## config.mk

```make
export PLATFORM = sky130hd
export DESIGN_NAME = uart_gesture_reporter
export DESIGN_NICKNAME = d
export VERILOG_FILES = /design/src/rtl/uart_gesture_reporter.sv
export SDC_FILE = /design/constraint.sdc
export NUM_CORES = 1
export LEC_CHECK = 0
export ABC_AREA = 1
export CORE_MARGIN = 2
export CORE_UTILIZATION = 40
export DETAILED_ROUTE_END_ITERATION = 10
export GPL_ROUTABILITY_DRIVEN = 1
export PLACE_DENSITY = 0.66
export SYNTH_ARGS = -nofsm -noshare
export SYNTH_HDL_FRONTEND = slang
export SYNTH_SLANG_ARGS = --single-unit
```

## constraint.sdc

```tcl
create_clock -name clk -period 2.8 [get_ports clk]
set_input_delay 0.56 -clock clk [delete_from_list [all_inputs] [get_ports clk]]
set_output_delay 0.56 -clock clk [all_outputs]
set_load 0.02 [all_outputs]
```

## src/rtl/uart_gesture_reporter.sv

```systemverilog
// Gesture event reporter: queues classifier events and prints one ASCII line
// per event over a UART. Define UART_REPORT_CONF_EN to append " HH" confidence.
// Ports: clk, rst_n (sync, active-low); gesture_class/valid/confidence in;
// uart_tx line out; fifo_level, overflow, drop_count, busy status out.

module uart_tx_serializer #(
  parameter int CLKS_PER_BIT = 104
) (
  input  logic       clk_i,
  input  logic       rst_ni,
  input  logic       valid_i,
  input  logic [7:0] data_i,
  output logic       tx_o,
  output logic       busy_o
);
  localparam int CW = $clog2(CLKS_PER_BIT) + 1;

  logic [CW-1:0] cnt_q;
  logic [3:0]    bit_q;
  logic [8:0]    sh_q;
  logic          tx_q;
  logic          busy_q;

  // bit_q: 0 = start bit, 1..8 = data LSB first, 9 = stop bit
  always_ff @(posedge clk_i) begin
    if (!rst_ni) begin
      cnt_q  <= '0;
      bit_q  <= '0;
      sh_q   <= '1;
      tx_q   <= 1'b1;
      busy_q <= 1'b0;
    end else if (!busy_q) begin
      if (valid_i) begin
        tx_q   <= 1'b0;
        sh_q   <= {1'b1, data_i};
        cnt_q  <= '0;
        bit_q  <= '0;
        busy_q <= 1'b1;
      end
    end else if (cnt_q == CW'(CLKS_PER_BIT - 1)) begin
      cnt_q <= '0;
      if (bit_q == 4'd9) begin
        busy_q <= 1'b0;
      end else begin
        tx_q  <= sh_q[0];
        sh_q  <= {1'b1, sh_q[8:1]};
        bit_q <= bit_q + 4'd1;
      end
    end else begin
      cnt_q <= cnt_q + CW'(1);
    end
  end

  assign tx_o   = tx_q;
  assign busy_o = busy_q;
endmodule

module uart_gesture_reporter #(
  parameter int CLK_FREQ_HZ     = 12_000_000,
  parameter int BAUD_RATE       = 115200,
  parameter int FIFO_DEPTH      = 4,
  parameter int SUPPRESS_REPEAT = 0
) (
  input  logic                        clk,
  input  logic                        rst_n,
  input  logic [1:0]                  gesture_class,
  input  logic                        gesture_valid,
  input  logic [7:0]                  gesture_confidence,
  output logic                        uart_tx,
  output logic [$clog2(FIFO_DEPTH):0] fifo_level,
  output logic                        overflow,
  output logic [7:0]                  drop_count,
  output logic                        busy
);
  localparam int CLKS_PER_BIT = CLK_FREQ_HZ / BAUD_RATE;
  localparam int AW = $clog2(FIFO_DEPTH);
  localparam int LW = AW + 1;
`ifdef UART_REPORT_CONF_EN
  localparam int         EW    = 10;
  localparam logic [3:0] EXTRA = 4'd3;
`else
  localparam int         EW    = 2;
  localparam logic [3:0] EXTRA = 4'd0;
`endif

  typedef enum logic [1:0] {S_IDLE, S_LOAD, S_SEND, S_ACK} state_t;

  function automatic logic [3:0] name_len(input logic [1:0] c);
    logic [3:0] n;
    unique case (c)
      2'd0:    n = 4'd2;
      2'd1:    n = 4'd4;
      2'd2:    n = 4'd4;
      default: n = 4'd5;
    endcase
    return n;
  endfunction

`ifdef UART_REPORT_CONF_EN
  function automatic logic [7:0] hex_ch(input logic [3:0] n);
    return (n < 4'd10) ? 8'h30 + {4'h0, n} : 8'h37 + {4'h0, n};
  endfunction

  function automatic logic [7:0] msg_byte(input logic [1:0] c,
                                          input logic [7:0] k,
                                          input logic [3:0] i);
`else
  function automatic logic [7:0] msg_byte(input logic [1:0] c,
                                          input logic [3:0] i);
`endif
    logic [39:0] nm;
    logic [39:0] t;
    logic [3:0]  off;
    logic [7:0]  b;
    unique case (c)
      2'd0:    nm = 40'h55_50_00_00_00;
      2'd1:    nm = 40'h44_4F_57_4E_00;
      2'd2:    nm = 40'h4C_45_46_54_00;
      default: nm = 40'h52_49_47_48_54;
    endcase
    t   = nm << {i[2:0], 3'b000};
    off = i - name_len(c);
    if (i < name_len(c)) begin
      b = t[39:32];
    end else begin
`ifdef UART_REPORT_CONF_EN
      unique case (off)
        4'd0:    b = 8'h20;
        4'd1:    b = hex_ch(k[7:4]);
        4'd2:    b = hex_ch(k[3:0]);
        4'd3:    b = 8'h0D;
        default: b = 8'h0A;
      endcase
`else
      b = (off == 4'd0) ? 8'h0D : 8'h0A;
`endif
    end
    return b;
  endfunction

  // event FIFO
  logic [EW-1:0] mem_q [FIFO_DEPTH];
  logic [AW-1:0] wr_ptr_q, rd_ptr_q;
  logic [LW-1:0] count_q;
  logic          ovf_q;
  logic [7:0]    drop_q;
  logic [1:0]    last_q;
  logic          last_v_q;
  logic [EW-1:0] wr_entry, head;
  logic          full, filt, push, drop, pop;

`ifdef UART_REPORT_CONF_EN
  assign wr_entry = {gesture_confidence, gesture_class};
`else
  logic unused_conf;
  assign unused_conf = ^gesture_confidence;
  assign wr_entry    = gesture_class;
`endif

  assign head = mem_q[rd_ptr_q];
  assign full = (count_q == LW'(FIFO_DEPTH));
  assign filt = (SUPPRESS_REPEAT != 0) && last_v_q &&
                (gesture_class == last_q);
  assign push = gesture_valid && !filt && !full;
  assign drop = gesture_valid && !filt && full;

  always_ff @(posedge clk) begin
    if (push) mem_q[wr_ptr_q] <= wr_entry;
  end

  always_ff @(posedge clk) begin
    if (!rst_n) begin
      wr_ptr_q <= '0;
      rd_ptr_q <= '0;
      count_q  <= '0;
      ovf_q    <= 1'b0;
      drop_q   <= '0;
      last_q   <= '0;
      last_v_q <= 1'b0;
    end else begin
      if (push) begin
        wr_ptr_q <= wr_ptr_q + AW'(1);
        last_q   <= gesture_class;
        last_v_q <= 1'b1;
      end
      if (pop) rd_ptr_q <= rd_ptr_q + AW'(1);
      count_q <= count_q + LW'(push) - LW'(pop);
      if (drop) begin
        ovf_q <= 1'b1;
        if (drop_q != 8'hFF) drop_q <= drop_q + 8'd1;
      end
    end
  end

  // line FSM
  state_t     state_q, state_d;
  logic [3:0] idx_q, idx_d;
  logic [1:0] cls_q, cls_d;
  logic [7:0] txd_q, txd_d;
  logic [3:0] last_idx;
  logic       tx_valid, tx_busy;
`ifdef UART_REPORT_CONF_EN
  logic [7:0] conf_q, conf_d;
`endif

  assign last_idx = name_len(cls_q) + EXTRA + 4'd1;

  always_comb begin
    state_d  = state_q;
    idx_d    = idx_q;
    cls_d    = cls_q;
    txd_d    = txd_q;
    tx_valid = 1'b0;
    pop      = 1'b0;
`ifdef UART_REPORT_CONF_EN
    conf_d   = conf_q;
`endif
    unique case (state_q)
      S_IDLE: begin
        if (count_q != '0) begin
          pop     = 1'b1;
          cls_d   = head[1:0];
`ifdef UART_REPORT_CONF_EN
          conf_d  = head[9:2];
`endif
          idx_d   = '0;
          state_d = S_LOAD;
        end
      end
      S_LOAD: begin
`ifdef UART_REPORT_CONF_EN
        txd_d   = msg_byte(cls_q, conf_q, idx_q);
`else
        txd_d   = msg_byte(cls_q, idx_q);
`endif
        state_d = S_SEND;
      end
      S_SEND: begin
        if (!tx_busy) begin
          tx_valid = 1'b1;
          state_d  = S_ACK;
        end
      end
      S_ACK: begin
        if (tx_busy) begin
          if (idx_q == last_idx) begin
            state_d = S_IDLE;
          end else begin
            idx_d   = idx_q + 4'd1;
            state_d = S_LOAD;
          end
        end
      end
      default: state_d = S_IDLE;
    endcase
  end

  always_ff @(posedge clk) begin
    if (!rst_n) begin
      state_q <= S_IDLE;
      idx_q   <= '0;
      cls_q   <= '0;
      txd_q   <= '0;
`ifdef UART_REPORT_CONF_EN
      conf_q  <= '0;
`endif
    end else begin
      state_q <= state_d;
      idx_q   <= idx_d;
      cls_q   <= cls_d;
      txd_q   <= txd_d;
`ifdef UART_REPORT_CONF_EN
      conf_q  <= conf_d;
`endif
    end
  end

  uart_tx_serializer #(
    .CLKS_PER_BIT(CLKS_PER_BIT)
  ) u_tx (
    .clk_i  (clk),
    .rst_ni (rst_n),
    .valid_i(tx_valid),
    .data_i (txd_q),
    .tx_o   (uart_tx),
    .busy_o (tx_busy)
  );

  assign fifo_level = count_q;
  assign overflow   = ovf_q;
  assign drop_count = drop_q;
  assign busy       = (state_q != S_IDLE) || (count_q != '0);
endmodule

```

==> results of run 1 <==
==> cells in the mapped netlist, drive strengths merged, types with 4 or more instances <==
cell    count  area, um^2
clkbuf      8        31.3
nor2       49         189
inv        54         203
o211ai      7        52.6
a21oi      46         230
nor3        7        40.0
nand4       4        25.0
nand2      96         370
or2         6        37.5
o21ai      38         201
dfxtp      52        1040
ha         23         288
xnor2       5        43.8
nand3      22         125
edfxtp      8         240
==> worst max-delay path, cell delays in order (launching register included) <==
cell             delay, ps
dfxtp_1                430
inv_1                  110
ha_1                   220
nand2_1                 80
clkdlybuf4s50_1        630
==> logic make-up (layout without fill, tap and decap cells) <==
logic type                 count (synthesis)  after routing
AOI/OAI and AO/OA                         99             99
xor gates and xnor gates                   7              7
adders and majority gates                 25             25
buffers and inverters                     65             90
DFF                                       60             60
and+or+nand+nor                          185            185
==> state kept, by name, indices dropped and copies added (netlist names) <==
signal / cells
overflow: 1
u_tx.tx_o: 1
u_tx.cnt_q: 8
rd_ptr_q: 2
wr_ptr_q: 2
idx_q: 4
fifo_level: 3
u_tx.sh_q: 8
drop_count: 8
u_tx.bit_q: 4
state_q: 2
txd_q: 6
mem_q: 8
u_tx.busy_o: 1
cls_q: 2
==> through the flow <==
stage                     hold slack (ps)  power (mW)
after floorplan                       421        2.32
after global placement                434        2.62
after detailed placement              454        2.66
after CTS                             471        3.46
after global routing                  494        3.74
final                                 467        3.43
==> area by class of cell <==
class                           instances  area (um^2)
Fill cell                             793         4120
Multi-Input combinational cell        316         1730
Sequential cell                        60         1280
Inverter                               54          203
Timing Repair Buffer                   20          195
Tap cell                              102          128
Clock buffer                            9          124
Clock inverter                          7         75.1
==> worst min path at each step <==
stage | to | slack, ps | startpoint | cells past startpoint
4_1_cts | txd_q[4] | 470 | txd_q[4] | 2
2_1_floorplan | u_tx.sh_q[7] | 420 | u_tx.sh_q[7] | 2
3_3_place_gp | u_tx.sh_q[7] | 430 | u_tx.sh_q[7] | 2
5_1_grt | u_tx.sh_q[5] | 490 | u_tx.sh_q[6] | 2
3_5_place_dp | u_tx.tx_o | 450 | u_tx.sh_q[0] | 2
6_report | txd_q[4] | 470 | txd_q[4] | 2
==> power by group through the flow <==
stage | clock network (mW) | logic (mW) | registers (mW)
2_1_floorplan | 0 | 1.11 | 1.21
3_3_place_gp | 0 | 1.39 | 1.23
3_5_place_dp | 0 | 1.42 | 1.24
4_1_cts | 0.804 | 1.43 | 1.22
5_1_grt | 0.833 | 1.65 | 1.25
6_report | 0.780 | 1.43 | 1.22
==> layer usage <==
| layer | share of wire (%) | vias up |
|---|---|---|
| met5 | 0 | - |
| met4 | 1.3 | 0 |
| met3 | 5.0 | 13 |
| met2 | 47 | 67 |
| met1 | 47 | 1292 |
| li1 | - | 1486 |
==> impl_metrics.toml, run 1 <==
[run_status]
status = "completed"

[logic_synthesis]
syn_area_um2 = 3270
async_flop_share_pct = 0
synth_top_family_by_area = "simple AND/OR/NAND/NOR gates"
synth-seq-cells = 60
synth-compound-area-share_pct = 16.5
netlist_instances = 441
syn_nets = 479
yosysWarningCount = 0
synth.mux.area_fraction_pct = 0
synth.distinct_cells = 31
synth-edff-count = 8
synth-seq-area-share_pct = 39.1
synthSimpleGateAreaFrac_pct = 24.3
yosys.area_share.xor_xnor_pct = 1.87
ys.flop_type = "dfxtp_1"
syn_avg_cell_area_um2 = 7.42
synth_fa_ha_area_share_pct = 10.0

[worst_setup_path]
timing.rr.end = "fifo_level[2]"
critPathRequiredTime_ps = 2240
setup.worst_path.class = "flip-flop to output pin"
worstRegToRegCells = 10
cp_max_fo = 5
arrival_ps = 1810
ff2ff_setup_slack_ps = 570
cp-start-kind = "flip-flop"
endpoint = "busy"
reg2reg_from = "state_q[0]"
end_kind = "output pin"
startpoint = "state_q[0]"

[detailed_routing]
vias = 2858
avgViaCountPerCell = 5.03
detail-route-antenna-nets = 0
first_pass_iters = 5
drc = 0
wirelength_mm = 6.46
drtIter0Drc = 124
wl_per_cell_um = 11.4

[cells_and_area]
layout.nets = 499
final_layout_size_suffix_gt1_share_pct = 7.30
final_core_util_pct = 47.5
diodes = 0
final_common_cell = "nand2_1"
stdcell_area_um2 = 3730
areaGrowthSynthToFinish_pct = 13.9
final_cell_mix = "nand2_1, inv_1, dfxtp_1, nor2_1, a21oi_1"
instances_no_fill = 568

[pwr]
switchingPower_mw = 1.42
power.leakage_nw = 1.53
pwr-share-clk_pct = 22.8
p_int_mw = 2.01
powerDensity_nw_per_um2 = 918
ir_drop_v = 0.000382
pwr-share-seq_pct = 35.6
swShare_pct = 41.4
pwr-share-comb_pct = 41.6

[die]
io_pins = 27
row_count = 32
core_area_um2 = 7850
die_x_um = 94.5
initial_core_util_pct = 41.7
dieArea_um2 = 8930
dieHeight_um = 94.5

[flow_run]
maxCapViolations = 0

[sta]
finalSetupTns_ps = 0
fin_worst_skew_ps = 9.92
fin_crit_sh_pct = 84.5
setup_ws_ps = 434
period_minus_slack_ps = 2370
rsz0062_at_grt = "false"
finalSetupViolations = 0
clock.fmax_mhz = 423
hold_viol = 0
slew_viol_final = 0
slew_headroom_pct = 50.9
tightestPinTransition_ps = 735

[clocking]
clk_pin_slew_worst_paths_ps = 80
clk-insertion-delay-late_ps = 340
max-clock-path-buffers = 2
ctsHoldBuffers = 0
cts_buffers = 9
cts.htree.levels = 3
cts_tree = "done"
cts-resized-gates = 0
cts-root-buf = "clkbuf_8"
clock_sinks = 60
cts_setup_buffers = 0

[grt]
grt_pass1_vias = 2728
overflow = 0
grt_first_pass_wirelength_mm = 11.4
antenna_found_initial = 0
grt_max_degree = 32
busiest_layer = "met2"
met1_usage_pct = 19.7
grtUsageMet2_pct = 26.6
grtUsageTotal_pct = 15.9
grt_use_met3_pct = 3.91

[placement]
placed_area_um2 = 3530
dp_cells = 552
pre_cts_ws_ps = 269
place.gp.congestion = 0.867
place_hpwl_mm = 4.54
port_buffers = 18

[hold_path]
min_path_type = "flip-flop to flip-flop"
Note: power is estimated with default switching activity, not from simulation.
==> run 2: changes to the inputs <==
--- a/config.mk
+++ b/config.mk
@@ -10,7 +10,7 @@
 export CORE_UTILIZATION = 40
 export DETAILED_ROUTE_END_ITERATION = 10
 export GPL_ROUTABILITY_DRIVEN = 1
-export PLACE_DENSITY = 0.66
+export PLACE_DENSITY = 0.68
 export SYNTH_ARGS = -nofsm -noshare
 export SYNTH_HDL_FRONTEND = slang
 export SYNTH_SLANG_ARGS = --single-unit
==> constraint.sdc (replaced) <==
create_clock -name clk -period 2.1 [get_ports clk]
set_input_delay 0.42 -clock clk [delete_from_list [all_inputs] [get_ports clk]]
set_output_delay 0.42 -clock clk [all_outputs]
set_load 0.02 [all_outputs]
==> impl_metrics.toml, run 2 (synthesized netlist as in run 1, its figures left out) <==
[worst_setup_path]
timing.rr.end = "fifo_level[1]"
cp_max_fo = 4
worstRegToRegCells = 10
endpoint = "fifo_level[1]"
startpoint = "state_q[1]"
arrival_ps = 2200
setup.worst_path.class = "flip-flop to flip-flop"
cp-start-kind = "flip-flop"
end_kind = "flip-flop"
critPathRequiredTime_ps = 2330
ff2ff_setup_slack_ps = 130
reg2reg_from = "state_q[1]"

[detailed_routing]
vias = 2846
wirelength_mm = 6.49
first_pass_iters = 4
drc = 0
avgViaCountPerCell = 4.96
drtIter0Drc = 150
detail-route-antenna-nets = 0
wl_per_cell_um = 11.3

[sta]
fin_crit_sh_pct = 94.0
holdWs_ps = 453
slew_headroom_pct = 50.0
fin_worst_skew_ps = 8.97
period_minus_slack_ps = 1970
setup_ws_ps = 126
clock.fmax_mhz = 507
slew_viol_final = 0
finalSetupViolations = 0
tightestPinTransition_ps = 750
rsz0062_at_grt = "true"
hold_viol = 0

[clocking]
cts_buffers = 9
cts.htree.levels = 3
max-clock-path-buffers = 2
cts_setup_buffers = 0
clk-insertion-delay-late_ps = 340
cts-root-buf = "clkbuf_8"
cts_tree = "done"
clk_pin_slew_worst_paths_ps = 70
ctsHoldBuffers = 0
clock_sinks = 60

[grt]
grtUsageTotal_pct = 16.1
overflow = 0
grt_max_degree = 32
antenna_found_initial = 0
grt_pass1_vias = 2696
grt_first_pass_wirelength_mm = 11.6

[pwr]
ir_drop_v = 0.000652
power.leakage_nw = 1.53
powerDensity_nw_per_um2 = 1220

[hold_path]
hold_depth = 2
hp-start = "u_tx.sh_q[7]"
min_path_type = "flip-flop to flip-flop"

[die]
io_pins = 27
die_x_um = 94.5
dieHeight_um = 94.5
dieArea_um2 = 8930
initial_core_util_pct = 41.7
core_area_um2 = 7850
row_count = 32

[placement]
port_buffers = 18
place.gp.congestion = 0.834
place_hpwl_mm = 4.52
pre_cts_ws_ps = -105

[cells_and_area]
fillerInstances = 813
final_cell_mix = "nand2_1, inv_1, dfxtp_1, nor2_1, a21oi_1"
final_common_cell = "nand2_1"
final_layout_size_suffix_gt1_share_pct = 8.90
areaGrowthSynthToFinish_pct = 15.2
layout.nets = 505
seq_area_um2 = 1280
diodes = 0
multi_input_area_um2 = 1730

[flow_run]
maxCapViolations = 0

[run_status]
status = "completed"
## run 2: cell types whose count changed in the layout (fill, tap and decap cells not counted), sizes merged
cell and delta:
clkinv -2, inv -2, dlygate4sd2 +1, clkinvlp +4, buf +6, clkdlybuf4s50 -1
## run 2: critical path: stages (launching register included)
cell,delay (ps)
dfxtp_2,330
inv_1,110
ha_1,180
inv_1,60
nor2_1,190
ha_1,270
inv_1,60
ha_1,150
fa_1,400
nand2_1,70
inv_1,30
## run 2: layout make-up
type,instances,area share [%]
Tap cell,102,3.38
Multi-Input combinational cell,316,45.8
Inverter,54,5.37
Sequential cell,60,34.1
Timing Repair Buffer,26,6.34
Clock inverter,7,1.79
Clock buffer,9,3.28
## run 2: worst min-delay path by stage
stage / endpoint / slack (ps)
finish: u_tx.sh_q[7] / 450
global route: txd_q[1] / 490
CTS: u_tx.sh_q[7] / 450
detailed placement: u_tx.sh_q[7] / 430
global placement: u_tx.sh_q[7] / 430
floorplan: u_tx.sh_q[7] / 420
## run 2: routing by layer
layer	share of wire, %	vias up	track usage (%)
met5	0	-	0
met4	0.54	0	5.68
met3	4.2	2	3.83
met2	47	56	26.4
met1	49	1296	20.7
li1	-	1492	-
## run 2: where the power goes
part | internal, mW | switching [mW]
clock | 0.539 | 0.461
combinational | 0.759 | 1.23
sequential | 1.42 | 0.197
## run 2: metrics by stage
stage | std cells | cell area (um^2) | TNS (ps) | utilization, % | power [mW]
after floorplan | 441 | 3270 | 0 | - | 3.10
after global placement | 558 | 3580 | -60.0 | 45.6 | 3.56
after detailed placement | 558 | 3580 | -137 | 45.6 | 3.61
after CTS | 574 | 3770 | 0 | 48.0 | 4.63
after global routing | 574 | 3770 | -18.2 | 48.1 | 5.03
final | 574 | 3770 | 0 | 48.1 | 4.60
## run 2: what timing repair did
item / CTS / global route
cloned: 0 / 0
endpoints found under the hold margin: 0 / 0
setup endpoints to repair: 1 / 8
gates resized for setup: 1 / 5
pin swaps: 0 / 1
==> run 3: changes to the inputs <==
--- a/config.mk
+++ b/config.mk
@@ -8,6 +8,7 @@
 export ABC_AREA = 1
 export CORE_MARGIN = 2
 export CORE_UTILIZATION = 40
+export CTS_CLUSTER_SIZE = 24
 export DETAILED_ROUTE_END_ITERATION = 10
 export GPL_ROUTABILITY_DRIVEN = 1
 export PLACE_DENSITY = 0.68
==> constraint.sdc (replaced) <==
create_clock -name clk -period 2.1 [get_ports clk]
set_input_delay 0.42 -clock clk [delete_from_list [all_inputs] [get_ports clk]]
set_output_delay 0.42 -clock clk [all_outputs]
set_load 0.005 [all_outputs]
==> impl_metrics.toml, run 3 (synthesized netlist as in run 1, its figures left out) <==
[run_status]
status = "completed"

[sta]
hold_viol = 0
slew_headroom_pct = 49.9
setup_ws_ps = 98.3
clock.fmax_mhz = 500
finalSetupViolations = 0
fin_worst_skew_ps = 9.35
period_minus_slack_ps = 2000
slew_viol_final = 0
tightestPinTransition_ps = 750
fin_crit_sh_pct = 95.3
rsz0062_at_grt = "false"

[detailed_routing]
wl_per_cell_um = 11.3
wl_met3_um = 267
drc = 0
wirelength_mm = 6.51
m1WireLength_mm = 3.16
maxUsedRoutingLayer = "met4"
drtIter0Drc = 149
dr_wl_met2_mm = 2.98
first_pass_iters = 4
avgViaCountPerCell = 4.98
detail-route-antenna-nets = 0
vias = 2856

[grt]
grt_pass1_vias = 2696
grt_max_degree = 32
grt_first_pass_wirelength_mm = 11.6
overflow = 0
antenna_found_initial = 0
grtUsageTotal_pct = 16.0

[worst_setup_path]
critPathRequiredTime_ps = 1680
endpoint = "busy"
cp_max_fo = 4
startpoint = "state_q[1]"
worstRegToRegCells = 10
reg2reg_from = "state_q[1]"
ff2ff_setup_slack_ps = 160
cp-start-kind = "flip-flop"
arrival_ps = 1580
setup.worst_path.class = "flip-flop to output pin"
timing.rr.end = "fifo_level[2]"
end_kind = "output pin"

[cells_and_area]
multi_input_area_um2 = 1730
seq_area_um2 = 1280
final_common_cell = "nand2_1"
layout.nets = 505
final_core_util_pct = 48.2
final_cell_mix = "nand2_1, inv_1, dfxtp_1, nor2_1, a21oi_1"
fillerInstances = 811
final_layout_size_suffix_gt1_share_pct = 9.32
diodes = 0
areaGrowthSynthToFinish_pct = 15.4

[die]
initial_core_util_pct = 41.7
row_count = 32
die_x_um = 94.5
dieHeight_um = 94.5
dieArea_um2 = 8930
io_pins = 27
core_area_um2 = 7850

[placement]
place.gp.congestion = 0.834
port_buffers = 18
pre_cts_ws_ps = -105
place_hpwl_mm = 4.52

[clocking]
ctsHoldBuffers = 0
cts-root-buf = "clkbuf_8"
clk-insertion-delay-late_ps = 340
cts.htree.levels = 3
cts_tree = "done"
cts_buffers = 9
clock_sinks = 60
clk_pin_slew_worst_paths_ps = 70
max-clock-path-buffers = 2

[pwr]
ir_drop_v = 0.000628
powerDensity_nw_per_um2 = 1210
power.leakage_nw = 1.54

[hold_path]
min_path_type = "flip-flop to flip-flop"

[flow_run]
maxCapViolations = 0
run 3: cell count changes in the layout (fill, tap and decap cells not counted), sizes merged:
cell | previous run | this run
clkdlybuf4s50 | 17 | 18
dlygate4sd2 | 1 | 0
run 3: metal layers:
| metal | up-vias | GRT usage, % |
|---|---|---|
| met5 | - | 0 |
| met4 | 0 | 5.68 |
| met3 | 10 | 3.83 |
| met2 | 55 | 26.3 |
| met1 | 1299 | 20.7 |
| li1 | 1492 | - |
run 3: how the worst min path moves through the flow:
| stage | start | end | slack, ps | cells past startpoint |
|---|---|---|---|---|
| after floorplan | u_tx.sh_q[7] | u_tx.sh_q[7] | 420 | 2 |
| after global placement | u_tx.sh_q[7] | u_tx.sh_q[7] | 430 | 2 |
| after detailed placement | u_tx.sh_q[7] | u_tx.sh_q[7] | 430 | 2 |
| after CTS | u_tx.sh_q[7] | u_tx.sh_q[7] | 450 | 2 |
| after global routing | txd_q[1] | txd_q[1] | 490 | 2 |
| final | u_tx.sh_q[7] | u_tx.sh_q[7] | 450 | 2 |
run 3: repair_timing:
item / 4_1_cts / 5_1_grt
endpoints found under the hold margin: 0 / 0
gates resized for setup: 0 / 7
buffers inserted: 0 / 0
endpoints found under the setup margin: 0 / 9
run 3: area by class of cell:
class                   instances  area share, %
clock inverters                 7           1.79
multi-input cells             316           45.8
repair buffers                 26           6.36
clock buffers                   9           3.28
flip-flops and latches         60           34.0
well taps                     102           3.38
inverters                      54           5.36
run 3: report_power, final:
group          total [mW]  leakage, nW  switching, mW  internal (mW)
logic                1.95        0.954           1.18          0.772
clock network        1.00       0.0826          0.466          0.538
registers            1.62        0.499          0.199           1.42
total                4.57         1.54           1.84           2.73
run 3: stage by stage:
step,TNS (ps),std cells,area [um^2],hold WS (ps),power (mW)
global route,0,574,3780,485,4.99
CTS,0,574,3770,453,4.59
detailed placement,-137,558,3580,435,3.55
floorplan,0,441,3270,421,3.04
global placement,-60.0,558,3580,433,3.50
finish,0,574,3780,451,4.57
run 3: critical path, cell delays in order, from the launching register on:
cell and delay (ps):
dfxtp_2 350, inv_1 80, ha_1 200, nand2_1 110
clkdlybuf4s50_1 510
